$ cat src/rtl/rv_mt_pkg.sv
// rtl/rv_mt_pkg.sv - shared parameters, FSM state type and RV opcode constants for the thread scheduler
package rv_mt_pkg;

    localparam int NTHREADS = 4;
    localparam int XLEN     = 32;
    localparam int TID_W    = (NTHREADS > 1) ? $clog2(NTHREADS) : 1;

    typedef enum logic [1:0] {
        ST_RUN    = 2'd0,
        ST_DRAIN  = 2'd1,
        ST_HALTED = 2'd2
    } sched_state_t;

    localparam logic [6:0] OPC_OP     = 7'h33;
    localparam logic [6:0] OPC_OP_IMM = 7'h13;
    localparam logic [6:0] OPC_LUI    = 7'h37;
    localparam logic [6:0] OPC_LOAD   = 7'h03;
    localparam logic [6:0] OPC_BRANCH = 7'h63;
    localparam logic [6:0] OPC_JAL    = 7'h6f;

endpackage

$ cat src/rtl/rv_thread_sched_if.sv
// rtl/rv_thread_sched_if.sv - per-thread request, shared ALU and response bundle of the scheduler
interface rv_thread_sched_if #(
    parameter int NTHREADS = rv_mt_pkg::NTHREADS,
    parameter int XLEN     = rv_mt_pkg::XLEN
);
    localparam int TW = (NTHREADS > 1) ? $clog2(NTHREADS) : 1;

    logic [NTHREADS-1:0]      thr_en;
    logic [NTHREADS-1:0]      req_valid;
    logic [NTHREADS-1:0]      req_ready;
    logic [NTHREADS*7-1:0]    req_opcode;
    logic [NTHREADS*3-1:0]    req_funct3;
    logic [NTHREADS*7-1:0]    req_funct7;
    logic [NTHREADS*XLEN-1:0] req_op1;
    logic [NTHREADS*XLEN-1:0] req_op2;

    logic [6:0]               alu_opcode;
    logic [2:0]               alu_funct3;
    logic [6:0]               alu_funct7;
    logic [XLEN-1:0]          alu_op1;
    logic [XLEN-1:0]          alu_op2;
    logic [XLEN-1:0]          alu_rez;

    logic                     rsp_valid;
    logic [TW-1:0]            rsp_tid;
    logic [XLEN-1:0]          rsp_data;

    logic                     halt_req;
    logic                     halted;

    // scheduler side
    modport slave (
        input  thr_en, req_valid, req_opcode, req_funct3, req_funct7, req_op1, req_op2,
        output req_ready,
        output alu_opcode, alu_funct3, alu_funct7, alu_op1, alu_op2,
        input  alu_rez,
        output rsp_valid, rsp_tid, rsp_data,
        input  halt_req,
        output halted
    );

    // thread / ALU side
    modport master (
        output thr_en, req_valid, req_opcode, req_funct3, req_funct7, req_op1, req_op2,
        input  req_ready,
        input  alu_opcode, alu_funct3, alu_funct7, alu_op1, alu_op2,
        output alu_rez,
        input  rsp_valid, rsp_tid, rsp_data,
        output halt_req,
        input  halted
    );

endinterface

$ cat src/rtl/rv_rr_arbiter.sv
// rtl/rv_rr_arbiter.sv - round-robin one-hot grant starting after the last granted thread
module rv_rr_arbiter import rv_mt_pkg::*; #(
    parameter int NT = NTHREADS,
    parameter int TW = TID_W
) (
    input  logic [NT-1:0] eligible,
    input  logic [TW-1:0] last_grant,
    output logic [NT-1:0] grant
);

    logic found;

    // walk offsets 1..NT from last_grant; first eligible thread wins
    always_comb begin
        grant = '0;
        found = 1'b0;
        for (int k = 1; k <= NT; k++) begin
            for (int j = 0; j < NT; j++) begin
                if (!found && eligible[j] && (((int'(last_grant) + k) % NT) == j)) begin
                    grant[j] = 1'b1;
                    found    = 1'b1;
                end
            end
        end
    end

endmodule

$ cat src/rtl/rv_thread_sched.sv
// rtl/rv_thread_sched.sv - round-robin issue of per-thread ALU operations onto one shared ALU
module rv_thread_sched #(
    parameter int NTHREADS = rv_mt_pkg::NTHREADS,
    parameter int XLEN     = rv_mt_pkg::XLEN
) (
    input  logic           clk,
    input  logic           rst_n,
    rv_thread_sched_if.slave bus
);

    localparam int TW = (NTHREADS > 1) ? $clog2(NTHREADS) : 1;
    localparam logic [TW-1:0] LAST_TID = TW'(NTHREADS - 1);

    rv_mt_pkg::sched_state_t state;

    logic [NTHREADS-1:0] busy;
    logic [NTHREADS-1:0] busy_nxt;
    logic [NTHREADS-1:0] eligible;
    logic [NTHREADS-1:0] grant;
    logic                any_grant;
    logic [TW-1:0]       last_grant;
    logic [TW-1:0]       win_tid;
    logic                s1_valid;
    logic [TW-1:0]       s1_tid;
    logic                halted_q;

    logic [6:0]          w_opcode;
    logic [2:0]          w_funct3;
    logic [6:0]          w_funct7;
    logic [XLEN-1:0]     w_op1;
    logic [XLEN-1:0]     w_op2;

    logic [6:0]          alu_opcode_q;
    logic [2:0]          alu_funct3_q;
    logic [6:0]          alu_funct7_q;
    logic [XLEN-1:0]     alu_op1_q;
    logic [XLEN-1:0]     alu_op2_q;

    logic                rsp_valid_q;
    logic [TW-1:0]       rsp_tid_q;
    logic [XLEN-1:0]     rsp_data_q;

    // a thread may issue only while running, enabled and with nothing outstanding
    assign eligible = bus.req_valid & bus.thr_en & ~busy
                    & {NTHREADS{state == rv_mt_pkg::ST_RUN}};

    rv_rr_arbiter #(
        .NT (NTHREADS),
        .TW (TW)
    ) u_arb (
        .eligible   (eligible),
        .last_grant (last_grant),
        .grant      (grant)
    );

    assign any_grant     = |grant;
    assign bus.req_ready = rst_n ? grant : '0;

    // steer the winning thread's fields toward the ALU drive registers
    always_comb begin
        win_tid  = '0;
        w_opcode = '0;
        w_funct3 = '0;
        w_funct7 = '0;
        w_op1    = '0;
        w_op2    = '0;
        for (int j = 0; j < NTHREADS; j++) begin
            if (grant[j]) begin
                win_tid  = TW'(j);
                w_opcode = bus.req_opcode[j*7 +: 7];
                w_funct3 = bus.req_funct3[j*3 +: 3];
                w_funct7 = bus.req_funct7[j*7 +: 7];
                w_op1    = bus.req_op1[j*XLEN +: XLEN];
                w_op2    = bus.req_op2[j*XLEN +: XLEN];
            end
        end
    end

    // retiring thread frees its slot, the new winner claims one
    always_comb begin
        busy_nxt = busy;
        for (int j = 0; j < NTHREADS; j++) begin
            if (s1_valid && (s1_tid == TW'(j))) begin
                busy_nxt[j] = 1'b0;
            end
        end
        busy_nxt = busy_nxt | grant;
    end

    // issue/response pipeline and RUN/DRAIN/HALTED control with registered halted
    always_ff @(posedge clk) begin
        if (!rst_n) begin
            state        <= rv_mt_pkg::ST_RUN;
            halted_q     <= 1'b0;
            busy         <= '0;
            last_grant   <= LAST_TID;
            s1_valid     <= 1'b0;
            s1_tid       <= '0;
            alu_opcode_q <= '0;
            alu_funct3_q <= '0;
            alu_funct7_q <= '0;
            alu_op1_q    <= '0;
            alu_op2_q    <= '0;
            rsp_valid_q  <= 1'b0;
            rsp_tid_q    <= '0;
            rsp_data_q   <= '0;
        end else begin
            busy        <= busy_nxt;
            s1_valid    <= any_grant;
            rsp_valid_q <= s1_valid;
            if (s1_valid) begin
                rsp_tid_q  <= s1_tid;
                rsp_data_q <= bus.alu_rez;
            end
            if (any_grant) begin
                alu_opcode_q <= w_opcode;
                alu_funct3_q <= w_funct3;
                alu_funct7_q <= w_funct7;
                alu_op1_q    <= w_op1;
                alu_op2_q    <= w_op2;
                last_grant   <= win_tid;
                s1_tid       <= win_tid;
            end
            case (state)
                rv_mt_pkg::ST_RUN: begin
                    if (bus.halt_req) begin
                        state    <= rv_mt_pkg::ST_DRAIN;
                        halted_q <= 1'b0;
                    end
                end
                rv_mt_pkg::ST_DRAIN: begin
                    if (!bus.halt_req) begin
                        state    <= rv_mt_pkg::ST_RUN;
                        halted_q <= 1'b0;
                    end else if (!s1_valid && (busy == '0)) begin
                        state    <= rv_mt_pkg::ST_HALTED;
                        halted_q <= 1'b1;
                    end
                end
                rv_mt_pkg::ST_HALTED: begin
                    if (!bus.halt_req) begin
                        state    <= rv_mt_pkg::ST_RUN;
                        halted_q <= 1'b0;
                    end
                end
                default: begin
                    state    <= rv_mt_pkg::ST_RUN;
                    halted_q <= 1'b0;
                end
            endcase
        end
    end

    assign bus.alu_opcode = alu_opcode_q;
    assign bus.alu_funct3 = alu_funct3_q;
    assign bus.alu_funct7 = alu_funct7_q;
    assign bus.alu_op1    = alu_op1_q;
    assign bus.alu_op2    = alu_op2_q;
    assign bus.rsp_valid  = rsp_valid_q;
    assign bus.rsp_tid    = rsp_tid_q;
    assign bus.rsp_data   = rsp_data_q;
    assign bus.halted     = halted_q;

endmodule
$ cat src/flat_wrapper.sv
// flat-port wrapper written by rule: the top's interface ports become plain ports
module rv_thread_sched_flat 
#(
    parameter int NTHREADS = rv_mt_pkg::NTHREADS,
    parameter int XLEN     = rv_mt_pkg::XLEN
)
  (clk, rst_n, bus_thr_en, bus_req_valid, bus_req_opcode, bus_req_funct3, bus_req_funct7, bus_req_op1, bus_req_op2, bus_req_ready, bus_alu_opcode, bus_alu_funct3, bus_alu_funct7, bus_alu_op1, bus_alu_op2, bus_alu_rez, bus_rsp_valid, bus_rsp_tid, bus_rsp_data, bus_halt_req, bus_halted);
  rv_thread_sched_if #(.NTHREADS(NTHREADS), .XLEN(XLEN)) bus_i ();
  input  logic clk;
  input  logic rst_n;
  input wire logic [$bits(bus_i.thr_en)-1:0] bus_thr_en;
  input wire logic [$bits(bus_i.req_valid)-1:0] bus_req_valid;
  input wire logic [$bits(bus_i.req_opcode)-1:0] bus_req_opcode;
  input wire logic [$bits(bus_i.req_funct3)-1:0] bus_req_funct3;
  input wire logic [$bits(bus_i.req_funct7)-1:0] bus_req_funct7;
  input wire logic [$bits(bus_i.req_op1)-1:0] bus_req_op1;
  input wire logic [$bits(bus_i.req_op2)-1:0] bus_req_op2;
  output wire logic [$bits(bus_i.req_ready)-1:0] bus_req_ready;
  output wire logic [$bits(bus_i.alu_opcode)-1:0] bus_alu_opcode;
  output wire logic [$bits(bus_i.alu_funct3)-1:0] bus_alu_funct3;
  output wire logic [$bits(bus_i.alu_funct7)-1:0] bus_alu_funct7;
  output wire logic [$bits(bus_i.alu_op1)-1:0] bus_alu_op1;
  output wire logic [$bits(bus_i.alu_op2)-1:0] bus_alu_op2;
  input wire logic [$bits(bus_i.alu_rez)-1:0] bus_alu_rez;
  output wire logic [$bits(bus_i.rsp_valid)-1:0] bus_rsp_valid;
  output wire logic [$bits(bus_i.rsp_tid)-1:0] bus_rsp_tid;
  output wire logic [$bits(bus_i.rsp_data)-1:0] bus_rsp_data;
  input wire logic [$bits(bus_i.halt_req)-1:0] bus_halt_req;
  output wire logic [$bits(bus_i.halted)-1:0] bus_halted;
  assign bus_i.thr_en = bus_thr_en;
  assign bus_i.req_valid = bus_req_valid;
  assign bus_i.req_opcode = bus_req_opcode;
  assign bus_i.req_funct3 = bus_req_funct3;
  assign bus_i.req_funct7 = bus_req_funct7;
  assign bus_i.req_op1 = bus_req_op1;
  assign bus_i.req_op2 = bus_req_op2;
  assign bus_req_ready = bus_i.req_ready;
  assign bus_alu_opcode = bus_i.alu_opcode;
  assign bus_alu_funct3 = bus_i.alu_funct3;
  assign bus_alu_funct7 = bus_i.alu_funct7;
  assign bus_alu_op1 = bus_i.alu_op1;
  assign bus_alu_op2 = bus_i.alu_op2;
  assign bus_i.alu_rez = bus_alu_rez;
  assign bus_rsp_valid = bus_i.rsp_valid;
  assign bus_rsp_tid = bus_i.rsp_tid;
  assign bus_rsp_data = bus_i.rsp_data;
  assign bus_i.halt_req = bus_halt_req;
  assign bus_halted = bus_i.halted;
  rv_thread_sched #(.NTHREADS(NTHREADS), .XLEN(XLEN)) u_core (.clk(clk), .rst_n(rst_n), .bus(bus_i));
endmodule
$ cat config.mk
export PLATFORM = sky130hd
export DESIGN_NAME = rv_thread_sched_flat
export DESIGN_NICKNAME = d
export VERILOG_FILES = /design/src/rtl/rv_mt_pkg.sv /design/src/rtl/rv_thread_sched_if.sv /design/src/rtl/rv_rr_arbiter.sv /design/src/rtl/rv_thread_sched.sv /design/src/flat_wrapper.sv
export SDC_FILE = /design/constraint.sdc
export NUM_CORES = 1
export LEC_CHECK = 0
export BUFFER_PORTS_ARGS = -buffer_cell sky130_fd_sc_hd__buf_4
export CAP_MARGIN = 20
export CORE_AREA = 2 2 192 194
export CTS_CLUSTER_DIAMETER = 60
export DETAILED_ROUTE_END_ITERATION = 8
export DIE_AREA = 0 0 194 196
export GPL_TIMING_DRIVEN = 0
export HOLD_SLACK_MARGIN = 0.06
export PLACE_DENSITY = 0.5
export SLEW_MARGIN = 0
export SYNTH_ARGS = -nofsm -noshare
export SYNTH_HDL_FRONTEND = slang
export SYNTH_SLANG_ARGS = --single-unit
export TNS_END_PERCENT = 20
$ cat constraint.sdc
create_clock -name clk -period 3.09 [get_ports clk]
set_clock_uncertainty 0.2 [all_clocks]
set_input_delay 0.4635 -clock clk [delete_from_list [all_inputs] [get_ports clk]]
set_output_delay 0.4635 -clock clk [all_outputs]
set_load 0.005 [all_outputs]
## After elaboration in Yosys (flattened, before gate mapping)

Index checks and enable logic that the tools add are counted.

- Mux-type cells: 68
- Reduce and logical (&&, ||, !) cells: 65
- Bitwise gates (word level): 9
- Add/subtract/negate cells: 4
- Equal/unequal tests: 20

Operators by type and width:

| cell | count |
|---|---|
| 2-to-1 mux 32 bit | 8 |
| zero test 32 bit | 4 |
| 2-to-1 mux 7 bit | 8 |
| 2-to-1 mux 1 bit | 39 |
| logical AND 1 bit | 36 |
| == test 3 bit (second input constant) | 8 |
| zero test 1 bit | 16 |
| AND 4 bit | 3 |
| == test 3 x 2 -> 1 bit (second input constant) | 4 |
| 2-to-1 mux 2 bit | 6 |
| 2-to-1 mux 3 bit | 4 |
| OR reduction 2 bit | 4 |
| == test 2 bit (second input constant) | 3 |
| case mux 2 bit (3 select lines) | 1 |
| adder 2 x 1 -> 2 bit (second input constant) | 2 |
| adder 2 bit (second input constant) | 2 |
| AND 1 bit (first input constant) | 4 |
| == test 2 x 1 -> 1 bit (second input constant) | 2 |
| zero test 2 bit | 2 |
| zero test 4 bit | 1 |
| 2-to-1 mux 4 bit | 1 |
| != test 2 bit (second input constant) | 2 |
| inverter 4 bit | 1 |
| OR 4 bit | 1 |
| 4 further kinds | 4 |

- Logic and storage cells: 180
- Input port bits: 367
- Output and inout bits: 121
- Register bits after elaboration: 128

## Depth between registers and ports, before layout

Gate-level depths: netlist of the first run.

- Word-level depth: 67
- Gate-level depth with buffers: 8
- Depth with buffers taken out: 5

## By module

Synthesis of the first run repeated with hierarchy kept, for this count alone.

- Cells, all modules: 679
- Area total of the unflattened synthesis: 6,178.4 um2

By module, submodules not included:

| module | times used | area each (um2) | cells each | seq. area each (um2) |
|---|---|---|---|---|
| rv_thread_sched | 1 | 6,073.3 | 662 | 2,562.5 |
| rv_rr_arbiter | 1 | 105.1 | 17 | 0.0 |

## Worst setup path before layout of the first run

No wires, ideal clock.

- Path kind: input to output
- Start: input port bus_thr_en[3]
- End: output port bus_req_ready[1]
- Required time: 2.426 ns
- Stages on the path: 8
- Data arrival time: 1.881 ns
- Slack: 0.546 ns
- Buffers on the path: 3
- Cell sequence: and3b_1 clkbuf_1 a21bo_1 a2111oi_4 buf_4 buf_2 nor2_1 nor2_1

- Longest elaborated chain between the ends: 47
- Elaborated cells on any way between the ends: 49
- Classes of those cells: 14 x mux; 3 x bitwise; 32 x reduce/logical

RTL lines:

| item | RTL line | RTL |
|---|---|---|
| start: declaration | flat_wrapper.sv:11 | `input wire logic [$bits(bus_i.thr_en)-1:0] bus_thr_en;` |
| AND 4 bit (*) (2 in series) | rv_thread_sched.sv:44 | `assign eligible = bus.req_valid & bus.thr_en & ~busy` |
| AND 4 bit (*) | rv_thread_sched.sv:45 | `& {NTHREADS{state == rv_mt_pkg::ST_RUN}};` |
| logical AND 1 bit (2 in series) | rv_rr_arbiter.sv:19 | `if (!found && eligible[j] && (((int'(last_grant) + k) % NT) == j)) begin` |
| 2-to-1 mux 1 bit | rv_rr_arbiter.sv:19 |  |
| zero test 1 bit | rv_rr_arbiter.sv:19 |  |
| logical AND 1 bit (2 in series) | rv_rr_arbiter.sv:19 |  |
| 2-to-1 mux 1 bit | rv_rr_arbiter.sv:19 |  |
| zero test 1 bit | rv_rr_arbiter.sv:19 |  |
| [26 not listed] | - |  |
| 2-to-1 mux 1 bit | rv_rr_arbiter.sv:19 |  |
| zero test 1 bit | rv_rr_arbiter.sv:19 |  |
| logical AND 1 bit (2 in series) | rv_rr_arbiter.sv:19 |  |
| 2-to-1 mux 1 bit | rv_rr_arbiter.sv:19 |  |
| zero test 1 bit | rv_rr_arbiter.sv:19 |  |
| logical AND 1 bit (2 in series) | rv_rr_arbiter.sv:19 |  |
| 2-to-1 mux 1 bit (*) | rv_rr_arbiter.sv:19 |  |
| 2-to-1 mux 4 bit (*) | rv_thread_sched.sv:57 | `assign bus.req_ready = rst_n ? grant : '0;` |
| end: declaration | flat_wrapper.sv:18 | `output wire logic [$bits(bus_i.req_ready)-1:0] bus_req_ready;` |

Mark *: on every way between the ends. The rest lies on a longest branch, timed or not.

## Final worst setup path of the first run

- Start: register u_core.busy[3]
- End: output port bus_req_ready[1]

- Longest elaborated chain between the ends: 47
- Elaborated cells on any way between the ends: 49
- Classes of those cells: 14 x mux; 3 x bitwise; 32 x reduce/logical

RTL lines:

| item | RTL line | RTL |
|---|---|---|
| start: declaration | rv_thread_sched.sv:16 | `logic [NTHREADS-1:0] busy;` |
| start signal: assignment | rv_thread_sched.sv:108 | `busy <= busy_nxt;` |
| inverter 4 bit (*) | rv_thread_sched.sv:44 |  |
| AND 4 bit (*) | rv_thread_sched.sv:44 |  |
| AND 4 bit (*) | rv_thread_sched.sv:45 |  |
| logical AND 1 bit (2 in series) | rv_rr_arbiter.sv:19 |  |
| 2-to-1 mux 1 bit | rv_rr_arbiter.sv:19 |  |
| zero test 1 bit | rv_rr_arbiter.sv:19 |  |
| logical AND 1 bit (2 in series) | rv_rr_arbiter.sv:19 |  |
| 2-to-1 mux 1 bit | rv_rr_arbiter.sv:19 |  |
| [27 not listed] | - |  |
| 2-to-1 mux 1 bit | rv_rr_arbiter.sv:19 |  |
| zero test 1 bit | rv_rr_arbiter.sv:19 |  |
| logical AND 1 bit (2 in series) | rv_rr_arbiter.sv:19 |  |
| 2-to-1 mux 1 bit | rv_rr_arbiter.sv:19 |  |
| zero test 1 bit | rv_rr_arbiter.sv:19 |  |
| logical AND 1 bit (2 in series) | rv_rr_arbiter.sv:19 |  |
| 2-to-1 mux 1 bit (*) | rv_rr_arbiter.sv:19 |  |
| 2-to-1 mux 4 bit (*) | rv_thread_sched.sv:57 |  |

Marked as above.

==> summary.md, run 1 <==
| Metric | Value |
|---|---|
| Status | `completed` |
| Yosys cell types | `43` |
| Cells after Synth | `772` |
| PortBufs | `487` |
| Fillers | `3868` |
| CP Data Arrival Time | `2.29 ns` |
| PD cells | `492 mW/mm2` |
| Num CTS Buffers | `17` |
| Starting density of the core | `18.6%` |
| Die W | `194 um` |
| DRT iter0 DRCs | `813` |
| Final WL | `42100 um` |
| Via density | `5.18` |
| Htree depth | `4` |
| Clk buf depth | `2` |
| Number of enable-type register cells in the synthesized netlist | `0` |
| Vias in the first global route | `9443` |
| Sequential Power Share | `33.7%` |
| Clock share of power | `34.3%` |
| Final Hold Viols | `0` |
| Power Total | `5.89 mW` |
| First-pass GRT wire length | `60500 um` |
| Clock transition at path regs | `0.07 ns` |
| Net Sw Power | `2.00 mW` |
| Row count | `70` |
| Area Overhead vs Synth | `78.0%` |
| Commonest non-fill, non-tap cell in the layout | `buf_4` |
| Req. time, crit path | `2.43 ns` |
| GRT Total Usage | `21.2%` |
| Synth warn | `0` |
| Cell Area, Synth | `0.00672 mm2` |
| Largest net degree at the start of global routing | `20` |
| Yosys top cell area share | `38.1%` |
| Fin Setup TNS | `0 ns` |
| Vias | `9324` |
| Setup crit start kind | `register` |
| Post-synth top area cell | `dfxtp_1` |
| Max Fclk | `338 MHz` |
| Most frequent cells in the layout | `buf_4 (491), a21oi_1 (153), dfxtp_1 (128)` |
| Int Power | `3.89 mW` |
| Worst skew pair latency | `0.44 ns` |
| Clk root buf | `clkbuf_16` |
| Critical path capture point type | `primary output` |
| DRC viols | `0` |
| Tightest Pin Transition | `0.986 ns` |
| Proportion of layout cells with a drive suffix above 1 | `42.0%` |
| Final #Nets | `1683` |
| Setup-failing EPs final | `0` |
| GPL Wtd Cong | `0.897` |
| Ys flop type | `dfxtp_1` |
| Final period util | `95.6%` |
| Grt total ovfl | `0` |
| Register area share after synthesis | `38.1%` |
| Routed WL per cell | `23.4 um` |
| Die Y-Extent | `196 um` |
| Combinational share of power | `32.1%` |
| Synth Register Bits | `128` |
| CTS tree | `built` |
| Slew Limit Fails | `0` |
| Ranking of synthesized cells by area | `dfxtp_1 (38%), a221o_1 (11%), a21oi_1 (11%)` |
| Initial antenna violation count | `4` |
| # Max-Cap Violations | `0` |
| Pleak | `5.21 nW` |
| Sw frac | `33.9%` |
| RSZ-0062 raised after global routing | `true` |
| CP Max Fanout | `6` |
| Post-synthesis average cell area | `8.70 um2` |
| DIE AREA | `0.0380 mm2` |
| VDD IR-drop max | `0.377 mV` |
| Top Ports | `488` |
| Core area | `0.0361 mm2` |
| DP HPWL | `32000 um` |
| Drt first pass iters | `8` |
| Post-synth ARST share | `0%` |
| Worst min-delay path class | `primary input to register` |
| Max transition margin | `34.3%` |
| CTS Sinks | `128` |
| DRT antenna net count | `0` |
| Final Critical Period | `2.95 ns` |
| Synthesized net count | `1139` |
| WS Path Type | `register to primary output` |
[state kept, by name (all words and copies together) (netlist names), 3 cells and up]
register	cells
u_core.bus.alu_op1	32
u_core.bus.alu_funct7	7
u_core.busy	4
u_core.bus.alu_op2	32
u_core.bus.rsp_data	32
u_core.bus.alu_funct3	3
u_core.bus.alu_opcode	7
[synthesized netlist by cell type (all sizes together), types with 4 or more instances]
cell type,n
a22oi,9
a31oi,13
o21ai,83
a222oi,73
nor2,43
dfxtp,128
mux2i,34
o21a,5
buf,37
clkbuf,55
a21oi,153
a221oi,4
a221o,77
and3b,4
nand2,22
nor3,4
[power groups by stage]
stage / Clock, mW / Combinational, mW / Sequential (mW)
finish: 2.02 / 1.89 / 1.98
global route: 2.14 / 2.05 / 2.00
CTS: 2.06 / 1.90 / 1.98
detailed placement: 0 / 1.85 / 2.01
global placement: 0 / 1.85 / 2.01
floorplan: 0 / 0.781 / 2.00
[repair_timing]
item	CTS	global route
endpoints found under the hold margin	39	0
setup endpoints to repair	47	15
hold buffers	39	0
pin swaps	1	0
resized for setup	14	5
buffers inserted	3	0
[critical path, stage by stage (launching register included)]
cell and delay [ns]:
dfxtp_1 0.35, and3b_1 0.18, clkbuf_1 0.16, o21a_1 0.25
a2111oi_4 0.45, buf_12 0.15, nor2_1 0.08, nor2_1 0.10
buf_4 0.12
[stage by stage]
| step | utilization, % | instances | hold slack, ns | instance area (um2) | setup WS (ns) |
|---|---|---|---|---|---|
| 2_1_floorplan | - | 772 | 0.248 | 6720 | 0.546 |
| 3_3_place_gp | 30.4 | 1727 | 0.259 | 11000 | -0.716 |
| 3_5_place_dp | 30.4 | 1727 | 0.264 | 11000 | -0.680 |
| 4_1_cts | 33.2 | 1799 | 0.0604 | 12000 | 0.0403 |
| 5_1_grt | 33.2 | 1799 | 0.0760 | 12000 | -0.0241 |
| 6_report | 33.2 | 1799 | 0.0888 | 12000 | 0.136 |
[metal layers]
| metal | track usage (%) | routed length, um | up-vias |
|---|---|---|---|
| met3 | 5.78 | 3700 | 63 |
| met4 | 8.47 | 1350 | 0 |
| met5 | 0 | 0 | - |
| li1 | - | - | 4252 |
| met2 | 35.5 | 20500 | 567 |
| met1 | 25.6 | 16600 | 4442 |
[path summary, 6_finish.rpt]
path                               from                     to  slack, ns  cells past startpoint
setup / recovery         u_core.busy[3]       bus_req_ready[1]       0.14                      8
hold / removal           bus_req_op1[0]  u_core.bus.alu_op1[0]       0.09                      3
setup reg to reg        u_core.state[0]  u_core.bus.alu_op1[8]       0.17                      8
hold reg to reg   u_core.bus.rsp_tid[1]  u_core.bus.rsp_tid[1]       0.28                      2
[final cells by class]
type                    count  area, um2  share of cell area [%]
clock buffers              17        425                    3.56
well taps                 468        586                    4.89
flip-flops and latches    128       2560                    21.4
multi-input cells         550       3770                    31.6
plain buffers              88        400                    3.35
clock inverters            15        134                    1.12
inverters                   2       7.51                  0.0627
repair buffers            529       4070                    34.0
diodes                      2       5.00                  0.0418
[cell families after synthesis]
kind of cell | count (synthesis) | share of synthesized area [%]
flops | 128 | 38.1
compound gates | 426 | 44.7
buf+inv | 94 | 5.79
simple gates | 90 | 6.31
mux | 34 | 5.06
(Power assumes the default switching activity.)
==> inputs of run 2 (changes only) <==
CORE_AREA = 2 2 191 193   (was 2 2 192 194)
DIE_AREA = 0 0 193 195   (was 0 0 194 196)
GPL_ROUTABILITY_DRIVEN = 0   (was unset)
PLACE_DENSITY = 0.49   (was 0.5)
SYNTH_HIERARCHICAL = 1   (was unset)
==> run 2 against run 1 <==
  * Critical path depth rose by 3
  * Global-route usage fell by 1.7 points
  * Final cell count fell by 7.8%
  * Die area fell by 1.0%
  * First-iteration DRC count fell by 57%
  * Power fell by 2.1%
  * Synthesized area fell by 8.1%
  * Setup slack got worse by 0.10 ns
  * Hold slack improved by 0.017 ns
  * Critical path type unchanged
==> summary.md, run 2 <==
| Metric | Value |
|---|---|
| Status | `completed` |
| VDD IR-drop max | `0.359 mV (-4.7%)` |
| Most frequent cells in the layout | `buf_4 (492), dfxtp_1 (126), o21ai_0 (83)` |
| CP Max Fanout | `10 (+4)` |
| Busiest layer in global routing | `met2` |
| Final WL | `37900 um (-10%)` |
| Worst Setup SP | `u_core/state[1]` |
| R2R Setup Slk | `0.16 ns (about the same)` |
| Setup-failing EPs final | `0 (unchanged)` |
| Setup crit end | `bus_req_ready[2]` |
| DIE AREA | `0.0376 mm2 (-1.0%)` |
| Grt total ovfl | `0 (unchanged)` |
| Cell Area, Synth | `0.00618 mm2 (-8.1%)` |
| Ranking of synthesized cells by area | `dfxtp_1 (41%), o221ai_1 (11%), a22oi_1 (9.6%)` |
| Max transition margin | `41.8% (+7.5 points)` |
| Synthesized net count | `1046 (-8.2%)` |
| DRT antenna net count | `0 (unchanged)` |
| Drt first pass iters | `5 (-3)` |
| Clk root buf | `clkbuf_16` |
| Post-synth top area cell | `dfxtp_1` |
| Synth Register Bits | `128 (unchanged)` |
| Met2 usage | `33.9% (-1.6 points)` |
| Initial antenna violation count | `1 (-3)` |
| Tightest Pin Transition | `0.874 ns (-0.112 ns)` |
| Slew Limit Fails | `0 (unchanged)` |
| PD cells | `521 mW/mm2 (+5.9%)` |
| Final cell count without fillers | `1658 (-7.8%)` |
| Commonest cells post-synth | `dfxtp_1 (128), o21ai_0 (83), o221ai_1 (81)` |
| Met3 usage | `5.72% (-0.061 points)` |
| Area Overhead vs Synth | `79.0%` |
| Crit-path cells | `nor2_4 > nand3_2 > nor2_2 > nor2b_2 > o21ai_0 > and3_1 > buf_6 > buf_8 > buf_6 > and2_1 > buf_4` |
| Antenna Cells | `0 (-2)` |
| Via density | `4.75 (-8.3%)` |
| Largest net degree at the start of global routing | `17 (-15%)` |
| Cells after Synth | `679 (-12%)` |
| Worst R2R Start | `u_core/state[1]` |
| Num CTS Buffers | `17 (unchanged)` |
| Worst min-delay path class | `primary input to register` |
| CP max stage cell | `dfxtp_2` |
| Number of enable-type register cells in the synthesized netlist | `0 (unchanged)` |
| # Max-Cap Violations | `0 (unchanged)` |
| Post-synth ARST share | `0% (unchanged)` |
| Htree depth | `4 (unchanged)` |
| Core area | `0.0354 mm2 (-1.9%)` |
| DP HPWL | `29300 um (-8.5%)` |
| Starting density of the core | `17.5% (-1.2 points)` |
| Vias | `7882 (-15%)` |
| Finished Core Util | `31.3% (-1.9 points)` |
| Proportion of layout cells with a drive suffix above 1 | `47.9% (+5.9 points)` |
| Final Hold Viols | `0 (unchanged)` |
| Register area share after synthesis | `41.5% (+3.3 points)` |
| Worst skew pair latency | `0.41 ns (-0.03 ns)` |
| Clock transition at path regs | `0.06 ns (about the same)` |
| WS Path Type | `register to primary output` |
| Pleak | `4.72 nW (-9.3%)` |
| RSZ-0062 raised after global routing | `true` |
| GRT Total Usage | `19.4% (-1.7 points)` |
| Top Ports | `488 (unchanged)` |
| Fin Setup TNS | `0 ns (unchanged)` |
| Setup slack after layout | `0.0336 ns (-0.102 ns)` |
| Die Y-Extent | `195 um (-0.51%)` |
| Placed insts | `1627 (-5.8%)` |
| Clk buf depth | `2 (unchanged)` |
| Min-Delay Path Depth | `3 (unchanged)` |
| Post-synthesis average cell area | `9.10 um2 (+4.5%)` |
| Pre-CTS WS | `-1.27 ns (-0.587 ns)` |
| CP most frequent cell | `buf_6` |
| CTS Sinks | `128 (unchanged)` |
| DRT iter0 DRCs | `353 (-57%)` |
| Crit path largest cell delay | `0.36 ns (-0.09 ns)` |
| CTS tree | `built` |
| Final #Nets | `1552 (-7.8%)` |
| DRC viols | `0 (unchanged)` |
| Die W | `193 um (-0.52%)` |
| Req. time, crit path | `2.43 ns (about the same)` |
| Row count | `69 (-1.4%)` |
| Final Critical Period | `3.06 ns (+0.102 ns)` |
| Yosys top cell area share | `41.5% (+3.3 points)` |
| Final period util | `98.9% (+3.3 points)` |
| PortBufs | `487 (unchanged)` |
| Yosys cell types | `39 (-9.3%)` |
| First-pass GRT wire length | `53800 um (-11%)` |
| Routed WL per cell | `22.8 um (-2.4%)` |
| Critical path capture point type | `primary output` |
| Ys flop type | `dfxtp_1` |
| Count leader, synth | `dfxtp_1` |
| Worst reg2reg path endpoint | `u_core/bus.alu_op1[24]` |
| FF-to-FF path depth | `12 (+4)` |
| Vias in the first global route | `8060 (-15%)` |
| Commonest non-fill, non-tap cell in the layout | `buf_4` |
| CP Data Arrival Time | `2.39 ns (+0.10 ns)` |
| Synth warn | `6 (+6)` |
| Setup crit start kind | `register` |
| Grt met1 use | `23.5% (-2.1 points)` |
| Max Fclk | `327 MHz (-3.3%)` |
[run 2: changes by cell type in the layout (fill, tap and decap cells not counted), sizes merged, moves of 66 or more]
cell,before,now
a21oi,153,9
a222oi,73,0
o221ai,0,81
a22oi,9,79
a221o,77,0
a31oi,13,79
[run 2: critical path: cells and delay by family, from the launching register on]
kind	cells	cell delay (ns)
AND/OR/NAND/NOR	6	0.92
flip-flops	1	0.36
buffers and inverters	4	0.61
AO/OA/AOI/OAI	1	0.07
[run 2: area by class of cell]
| class | count | area, um2 |
|---|---|---|
| tap | 461 | 577 |
| clock buffer | 19 | 453 |
| fill | 3838 | 24300 |
| timing repair buffer | 489 | 3670 |
| sequential | 128 | 2560 |
| inverter | 5 | 18.8 |
| clock inverter | 12 | 86.3 |
| buffer | 80 | 438 |
| multi-input combinational | 464 | 3250 |
[run 2: stage by stage]
stage / hold slack [ns] / total power [mW] / cell area [um2]
after floorplan: 0.273 / 2.79 / 6180
after global placement: 0.297 / 3.88 / 10400
after detailed placement: 0.305 / 3.89 / 10400
after CTS: 0.0806 / 5.86 / 11100
after global routing: 0.101 / 6.10 / 11100
final: 0.106 / 5.77 / 11100
[run 2: kinds of logic after synthesis]
kind of cell / after synthesis / synth area share (%)
DFF: 128 / 41.5
AOI/OAI and AO/OA: 346 / 38.6
and+or+nand+nor: 85 / 8.06
muxes: 33 / 5.35
buffers and inverters: 87 / 6.48
[run 2: worst min-delay path by stage]
stage	startpoint	endpoint	slack (ns)
floorplan	u_core/s1_tid[1]	u_core/s1_tid[1]	0.27
global placement	u_core/bus.rsp_data[9]	u_core/bus.rsp_data[9]	0.30
detailed placement	u_core/bus.rsp_data[1]	u_core/bus.rsp_data[1]	0.31
CTS	bus_alu_rez[27]	u_core/bus.rsp_data[27]	0.08
global route	bus_alu_rez[31]	u_core/bus.rsp_data[31]	0.10
finish	bus_alu_rez[1]	u_core/bus.rsp_data[1]	0.11
[run 2: layer usage]
| metal | wire length (um) | up-vias |
|---|---|---|
| met1 | 15300 | 3794 |
| met3 | 3130 | 25 |
| met5 | 9 | - |
| met2 | 18900 | 338 |
| li1 | - | 3723 |
| met4 | 549 | 2 |
[run 2: report_power, final]
part | total (mW) | switching (mW) | internal, mW | leakage (nW)
combinational | 1.83 | 0.886 | 0.941 | 3.40
sequential | 2.04 | 0.148 | 1.89 | 1.06
clock | 1.90 | 0.834 | 1.07 | 0.261
total | 5.77 | 1.87 | 3.90 | 4.72
[run 2: timing repair]
action	CTS	global route
setup buffers	2	0
resized for setup	42	13
hold buffers	0	0
gates cloned	0	0
pin swaps	3	0
endpoints found under the setup margin	91	54
